`config.mk`:
```
export PLATFORM = sky130hd
export DESIGN_NAME = i2s_tx_serializer
export DESIGN_NICKNAME = d
export VERILOG_FILES = /design/src/rtl/i2s_tx_serializer.sv
export SDC_FILE = /design/constraint.sdc
export NUM_CORES = 1
export LEC_CHECK = 0
export CAP_MARGIN = 0
export CORE_ASPECT_RATIO = 1.2
export CORE_MARGIN = 10
export CORE_UTILIZATION = 36
export CTS_CLUSTER_DIAMETER = 50
export DETAILED_ROUTE_END_ITERATION = 16
export GPL_TIMING_DRIVEN = 0
export HOLD_SLACK_MARGIN = 0.03
export PLACE_DENSITY = 0.54
export SLEW_MARGIN = 40
export SYNTH_ARGS = -nofsm -noshare
export SYNTH_HDL_FRONTEND = slang
export SYNTH_SLANG_ARGS = --single-unit
```
`constraint.sdc`:
```
create_clock -name i_clk -period 5.4 [get_ports i_clk]
set_input_delay 0.54 -clock i_clk [delete_from_list [all_inputs] [get_ports i_clk]]
set_output_delay 0.54 -clock i_clk [all_outputs]
set_load 0.03 [all_outputs]
```
`src/rtl/i2s_tx_serializer.sv`:
```
// i2s_tx_serializer: I2S master transmitter.
// Parallel stereo pairs enter a small FIFO through a valid/ready handshake.
// BCK and WS are derived from i_clk, and DATA is shifted out MSB-first, left
// slot then right slot. o_ws and o_data change only when BCK falls.
// Optional macro: I2S_TX_LEFT_JUSTIFIED_EN selects left-justified WS timing
// (WS changes with the MSB). When it is undefined, standard I2S timing is used
// (WS leads the MSB by one bit).
module i2s_tx_serializer #(
  parameter int SAMPLE_W   = 24,
  parameter int SLOT_W     = 32,
  parameter int BCK_HALF   = 4,
  parameter int FIFO_DEPTH = 4
) (
  input  logic                          i_clk,
  input  logic                          i_rst,
  input  logic                          i_enable,
  input  logic [SAMPLE_W-1:0]           i_left,
  input  logic [SAMPLE_W-1:0]           i_right,
  input  logic                          i_valid,
  output logic                          o_ready,
  output logic                          o_bck,
  output logic                          o_ws,
  output logic                          o_data,
  output logic                          o_underrun,
  output logic [$clog2(FIFO_DEPTH):0]   o_level
);

  localparam int FRAME_W = 2 * SLOT_W;
  localparam int PW      = $clog2(FRAME_W);
  localparam int CW      = (BCK_HALF > 1) ? $clog2(BCK_HALF) : 1;
  localparam int AW      = (FIFO_DEPTH > 1) ? $clog2(FIFO_DEPTH) : 1;
  localparam int LW      = $clog2(FIFO_DEPTH) + 1;
  localparam int PAIR_W  = 2 * SAMPLE_W;

  // Reset and disable both return the block to its idle state.
  logic                 clear_s;

  // BCK divider.
  logic [CW-1:0]        cnt_r;
  logic                 bck_r;
  logic                 tick_s;
  logic                 fall_s;

  // Bit position within the stereo frame and the frame shifter.
  logic [PW-1:0]        p_r;
  logic [PW-1:0]        p_next_s;
  logic                 load_s;
  logic [FRAME_W-1:0]   shreg_r;
  logic [FRAME_W-1:0]   frame_s;
  logic                 ws_r;
  logic                 ws_next_s;
  logic                 data_r;
  logic                 underrun_r;

  // Sample-pair FIFO.
  logic [PAIR_W-1:0]    mem_r [FIFO_DEPTH];
  logic [AW-1:0]        wr_ptr_r;
  logic [AW-1:0]        rd_ptr_r;
  logic [LW-1:0]        level_r;
  logic [PAIR_W-1:0]    head_s;
  logic                 empty_s;
  logic                 full_s;
  logic                 ready_s;
  logic                 push_s;
  logic                 pop_s;

  // Decode the divider wrap and the BCK falling event.
  always_comb begin
    clear_s = i_rst || !i_enable;
    tick_s  = (cnt_r == CW'(BCK_HALF - 1));
    fall_s  = tick_s && bck_r;
  end

  // Advance the bit position modulo the frame length, and detect the frame start.
  always_comb begin
    p_next_s = p_r;
    if (p_r == PW'(FRAME_W - 1)) begin
      p_next_s = '0;
    end else begin
      p_next_s = p_r + PW'(1);
    end
    load_s = fall_s && (p_next_s == '0);
  end

  // WS level for the bit position that the next fall event makes current.
  always_comb begin
    ws_next_s = 1'b0;
`ifdef I2S_TX_LEFT_JUSTIFIED_EN
    if (p_next_s >= PW'(SLOT_W)) begin
      ws_next_s = 1'b1;
    end else begin
      ws_next_s = 1'b0;
    end
`else
    if ((p_next_s >= PW'(SLOT_W - 1)) && (p_next_s <= PW'(FRAME_W - 2))) begin
      ws_next_s = 1'b1;
    end else begin
      ws_next_s = 1'b0;
    end
`endif
  end

  // FIFO status and handshake. Pops happen only at a frame start.
  always_comb begin
    empty_s = (level_r == LW'(0));
    full_s  = (level_r == LW'(FIFO_DEPTH));
    ready_s = !full_s && i_enable;
    push_s  = i_valid && ready_s;
    pop_s   = load_s && !empty_s;
    head_s  = mem_r[rd_ptr_r];
  end

  // Build the outgoing frame: left sample MSB-aligned in slot 0, right in slot 1.
  // The padding bits are zero. An empty FIFO yields a mute frame.
  always_comb begin
    frame_s = '0;
    if (empty_s) begin
      frame_s = '0;
    end else begin
      frame_s[FRAME_W-1 -: SAMPLE_W] = head_s[PAIR_W-1 -: SAMPLE_W];
      frame_s[SLOT_W-1 -: SAMPLE_W]  = head_s[SAMPLE_W-1:0];
    end
  end

  // BCK divider: toggle BCK each BCK_HALF cycles. Start low from idle.
  always_ff @(posedge i_clk) begin
    if (clear_s) begin
      cnt_r <= '0;
      bck_r <= 1'b0;
    end else if (tick_s) begin
      cnt_r <= '0;
      bck_r <= ~bck_r;
    end else begin
      cnt_r <= cnt_r + CW'(1);
    end
  end

  // Serializer: on each fall event, step p, update WS, and shift out the next bit.
  always_ff @(posedge i_clk) begin
    if (clear_s) begin
      p_r        <= PW'(FRAME_W - 1);
      shreg_r    <= '0;
      ws_r       <= 1'b0;
      data_r     <= 1'b0;
      underrun_r <= 1'b0;
    end else begin
      underrun_r <= load_s && empty_s;
      if (fall_s) begin
        p_r  <= p_next_s;
        ws_r <= ws_next_s;
        if (load_s) begin
          data_r  <= frame_s[FRAME_W-1];
          shreg_r <= {frame_s[FRAME_W-2:0], 1'b0};
        end else begin
          data_r  <= shreg_r[FRAME_W-1];
          shreg_r <= {shreg_r[FRAME_W-2:0], 1'b0};
        end
      end
    end
  end

  // FIFO control: pointers and occupancy. Disable flushes the FIFO, as reset does.
  always_ff @(posedge i_clk) begin
    if (clear_s) begin
      wr_ptr_r <= '0;
      rd_ptr_r <= '0;
      level_r  <= '0;
    end else begin
      if (push_s) begin
        wr_ptr_r <= wr_ptr_r + AW'(1);
      end
      if (pop_s) begin
        rd_ptr_r <= rd_ptr_r + AW'(1);
      end
      case ({push_s, pop_s})
        2'b10:   level_r <= level_r + LW'(1);
        2'b01:   level_r <= level_r - LW'(1);
        default: level_r <= level_r;
      endcase
    end
  end

  // FIFO storage: store each accepted pair as {left, right}.
  always_ff @(posedge i_clk) begin
    if (push_s && !clear_s) begin
      mem_r[wr_ptr_r] <= {i_left, i_right};
    end
  end

  assign o_ready    = ready_s;
  assign o_bck      = bck_r;
  assign o_ws       = ws_r;
  assign o_data     = data_r;
  assign o_underrun = underrun_r;
  assign o_level    = level_r;

endmodule

```
==> results.yml <==
outcome:
  status: "complete, no violations"
floorplanning:
  core_area_um2: 29500
  initial_core_util: 0.364
  die_w_um: 178
  rows: 69
  die_h_um: 209
  io-pin-count: 60
  dieArea_um2: 37200
cells_and_area:
  layout.cells.non_filler: 1288
  postLayoutCoreUtil: 0.441
  fill_cells: 2728
  final_nets: 938
  final_common_cell: "edfxtp_1"
  most-common-layout-cells: "edfxtp_1 (192), nor2_1 (105), nand2_1 (77)"
  stdcell_area_um2: 13000
  regArea_um2: 7290
  antenna_cells: 0
  multiInputGateArea_um2: 3170
  area_growth_pct: 21.3
  drive_gt1_frac: 0.177
yosys:
  syn_area_um2: 10700
  netlist_instances: 750
  synthArstFlopShare: 0
  synth_top_family_by_area: "multiplexers"
  synth_seq_area_share: 0.678
  synth.net_count: 813
  synth_compound_area_frac: 0.0686
  synth-seq-cells: 268
  synthAdderAreaFrac: 0.0135
  yosys_warnings: 0
  synth_edf_count: 192
  synth-xor-area-share: 0.00489
  postSynthAreaPerCell_um2: 14.3
  synth_cell_type_count: 39
  synth-simple-area-share: 0.101
  synth_flop_cell: "edfxtp_1"
  muxShareOfSynthArea: 0.104
cts:
  cts.repair.resized: 0
  cts_buffer_depth: 3
  clk_latency_ns: 0.55
  cts_buffers: 29
  cts-root-buf: "clkbuf_16"
  clk_pin_slew_worst_paths_ns: 0.06
  cts_sinks: 268
  cts-hold-fix-buffers: 0
  cts_setup_buffers: 0
  cts_tree: "built"
  cts_htree_levels: 1
timing:
  skew_ns: 0.0161
  setup_violations: 0
  hold_viol: 0
  relSlewSlack: 0.488
  tns_ns: 0
  grt_setup_unrepaired: "false"
  fmax_mhz: 294
  slew_viol_final: 0
  tightest_slew_ns: 0.768
  finalWorstSetupSlack_ns: 1.99
  fin_crit_ns: 3.41
  period_share: 0.631
setup_path:
  crit_path_top_delay_cell: "dfxtp_1"
  path_max_fanout: 10
  r2r_cells: 13
  crit_arrival_ns: 3.88
  critPathRequiredTime_ns: 5.88
  cpMostUsedCell: "ha_1"
  critPathKind: "flop to flop"
  r2r_slack_ns: 1.99
  crit_start: "p_r[1]"
  worstSetupEndpoint: "o_level[2]"
  cp_num_buf_inv: 3
  path_cells: "ha_1, buf_2, nand4_1, nor2_1, o31a_1, and3_1, clkbuf_1, ha_1, inv_1, fa_1, xor2_1, or3_1, a21oi_1"
  r2r-end: "o_level[2]"
  critPathTopFamily: "simple AND/OR/NAND/NOR gates"
  cp_slowest_stage_delay_ns: 0.53
  reg2reg_from: "p_r[1]"
  worst-path-stages: 13
  cp-start-kind: "flop"
  cp-end-kind: "flop"
drt:
  num_vias: 6404
  dr.pass1.iters: 5
  wirelength_mm: 22.5
  drc: 0
  wl_per_cell_um: 17.5
  route.antenna.remaining_nets: 0
  drt_iter0_markers: 484
  vias_per_cell: 4.97
placement:
  dpl.cell_count: 1234
  place_congestion: 0.764
  placed_cell_area_um2: 12100
  dpl_worst_slack_ns: 2.03
  port_buffers: 59
  dp_hpwl_mm: 15.9
global_routing:
  antenna_found_initial: 0
  grt_max_degree: 16
  overflow: 0
  grt_pass1_vias: 6851
  grt.total_usage: 0.123
  grt_pass1_wl_mm: 37.1
run:
  drv_cap: 0
pwr:
  p_leak_nw: 4.21
  power_per_cell_area_nw_per_um2: 331
  ir_worst_vdd_v: 0.000184
hold_path:
  hold_class: "flop to flop"
## final cells by class
| class | instances | share of cell area |
|---|---|---|
| Sequential cell | 268 | 0.559 |
| Multi-Input combinational cell | 412 | 0.243 |
| Timing Repair Buffer | 94 | 0.0621 |
| Clock buffer | 33 | 0.0568 |
| Tap cell | 390 | 0.0374 |
| Buffer | 61 | 0.0215 |
| Clock inverter | 21 | 0.0176 |
| Inverter | 9 | 0.00259 |
## Yosys cell counts, types with 5 or more instances
cell / count / area, um2
mux4_2: 48 / 1080
nand3_1: 51 / 255
edfxtp_1: 192 / 5770
nor3b_1: 5 / 37.5
o311a_1: 47 / 470
a21oi_1: 15 / 75.1
dfxtp_1: 76 / 1520
buf_2: 17 / 85.1
nand2_1: 77 / 289
inv_1: 9 / 33.8
a21o_1: 8 / 60.1
nor2_1: 105 / 394
clkbuf_1: 37 / 139
ha_1: 10 / 125
## registers in the layout, summed over array words and instances, names as in the netlist, named ones only
register / cells
o_bck: 1
cnt_r: 2
o_ws: 1
shreg_r: 55
o_level: 3
o_data: 1
o_underrun: 1
wr_ptr_r: 2
mem_r: 192
rd_ptr_r: 2
p_r: 6
## cell families after synthesis
| kind of cell | count (synthesis) |
|---|---|
| and+or+nand+nor | 256 |
| AOI/OAI and AO/OA | 87 |
| buffers and inverters | 70 |
| DFF | 268 |
| adders and majority gates | 11 |
| xor gates and xnor gates | 6 |
| muxes | 52 |
## power by group
group	switching [W]	internal, W	total (W)	leakage [nW]
registers	0.00000365	0.00222	0.00222	2.35
logic	0.0000593	0.0000531	0.000112	1.39
clock network	0.000832	0.00115	0.00198	0.478
total	0.000895	0.00342	0.00432	4.21
## stage by stage
stage	hold WS (ns)	power [W]
after global placement	0.413	0.00238
after floorplan	0.404	0.00230
after detailed placement	0.428	0.00238
final	0.432	0.00432
after CTS	0.438	0.00438
after global routing	0.453	0.00448
## metal layers
layer  routed length [um]  global-route usage  share of wire  up-vias
met5                    0                   0              0        -
met2                11200               0.207           0.50      113
met1                 9930               0.158           0.44     3157
met3                  948              0.0214          0.042       33
met4                  424              0.0354          0.019        0
li1                     -                   -              -     3101
## worst min path at each step
stage / cells past startpoint / start / slack, ns / end
finish: 1 / cnt_r[0] / 0.43 / cnt_r[0]
global route: 1 / cnt_r[0] / 0.45 / cnt_r[0]
CTS: 1 / cnt_r[0] / 0.44 / cnt_r[0]
detailed placement: 1 / cnt_r[0] / 0.43 / cnt_r[0]
global placement: 1 / cnt_r[0] / 0.41 / cnt_r[0]
floorplan: 1 / cnt_r[0] / 0.40 / cnt_r[0]
No activity file was read; power rests on OpenSTA's default activity.
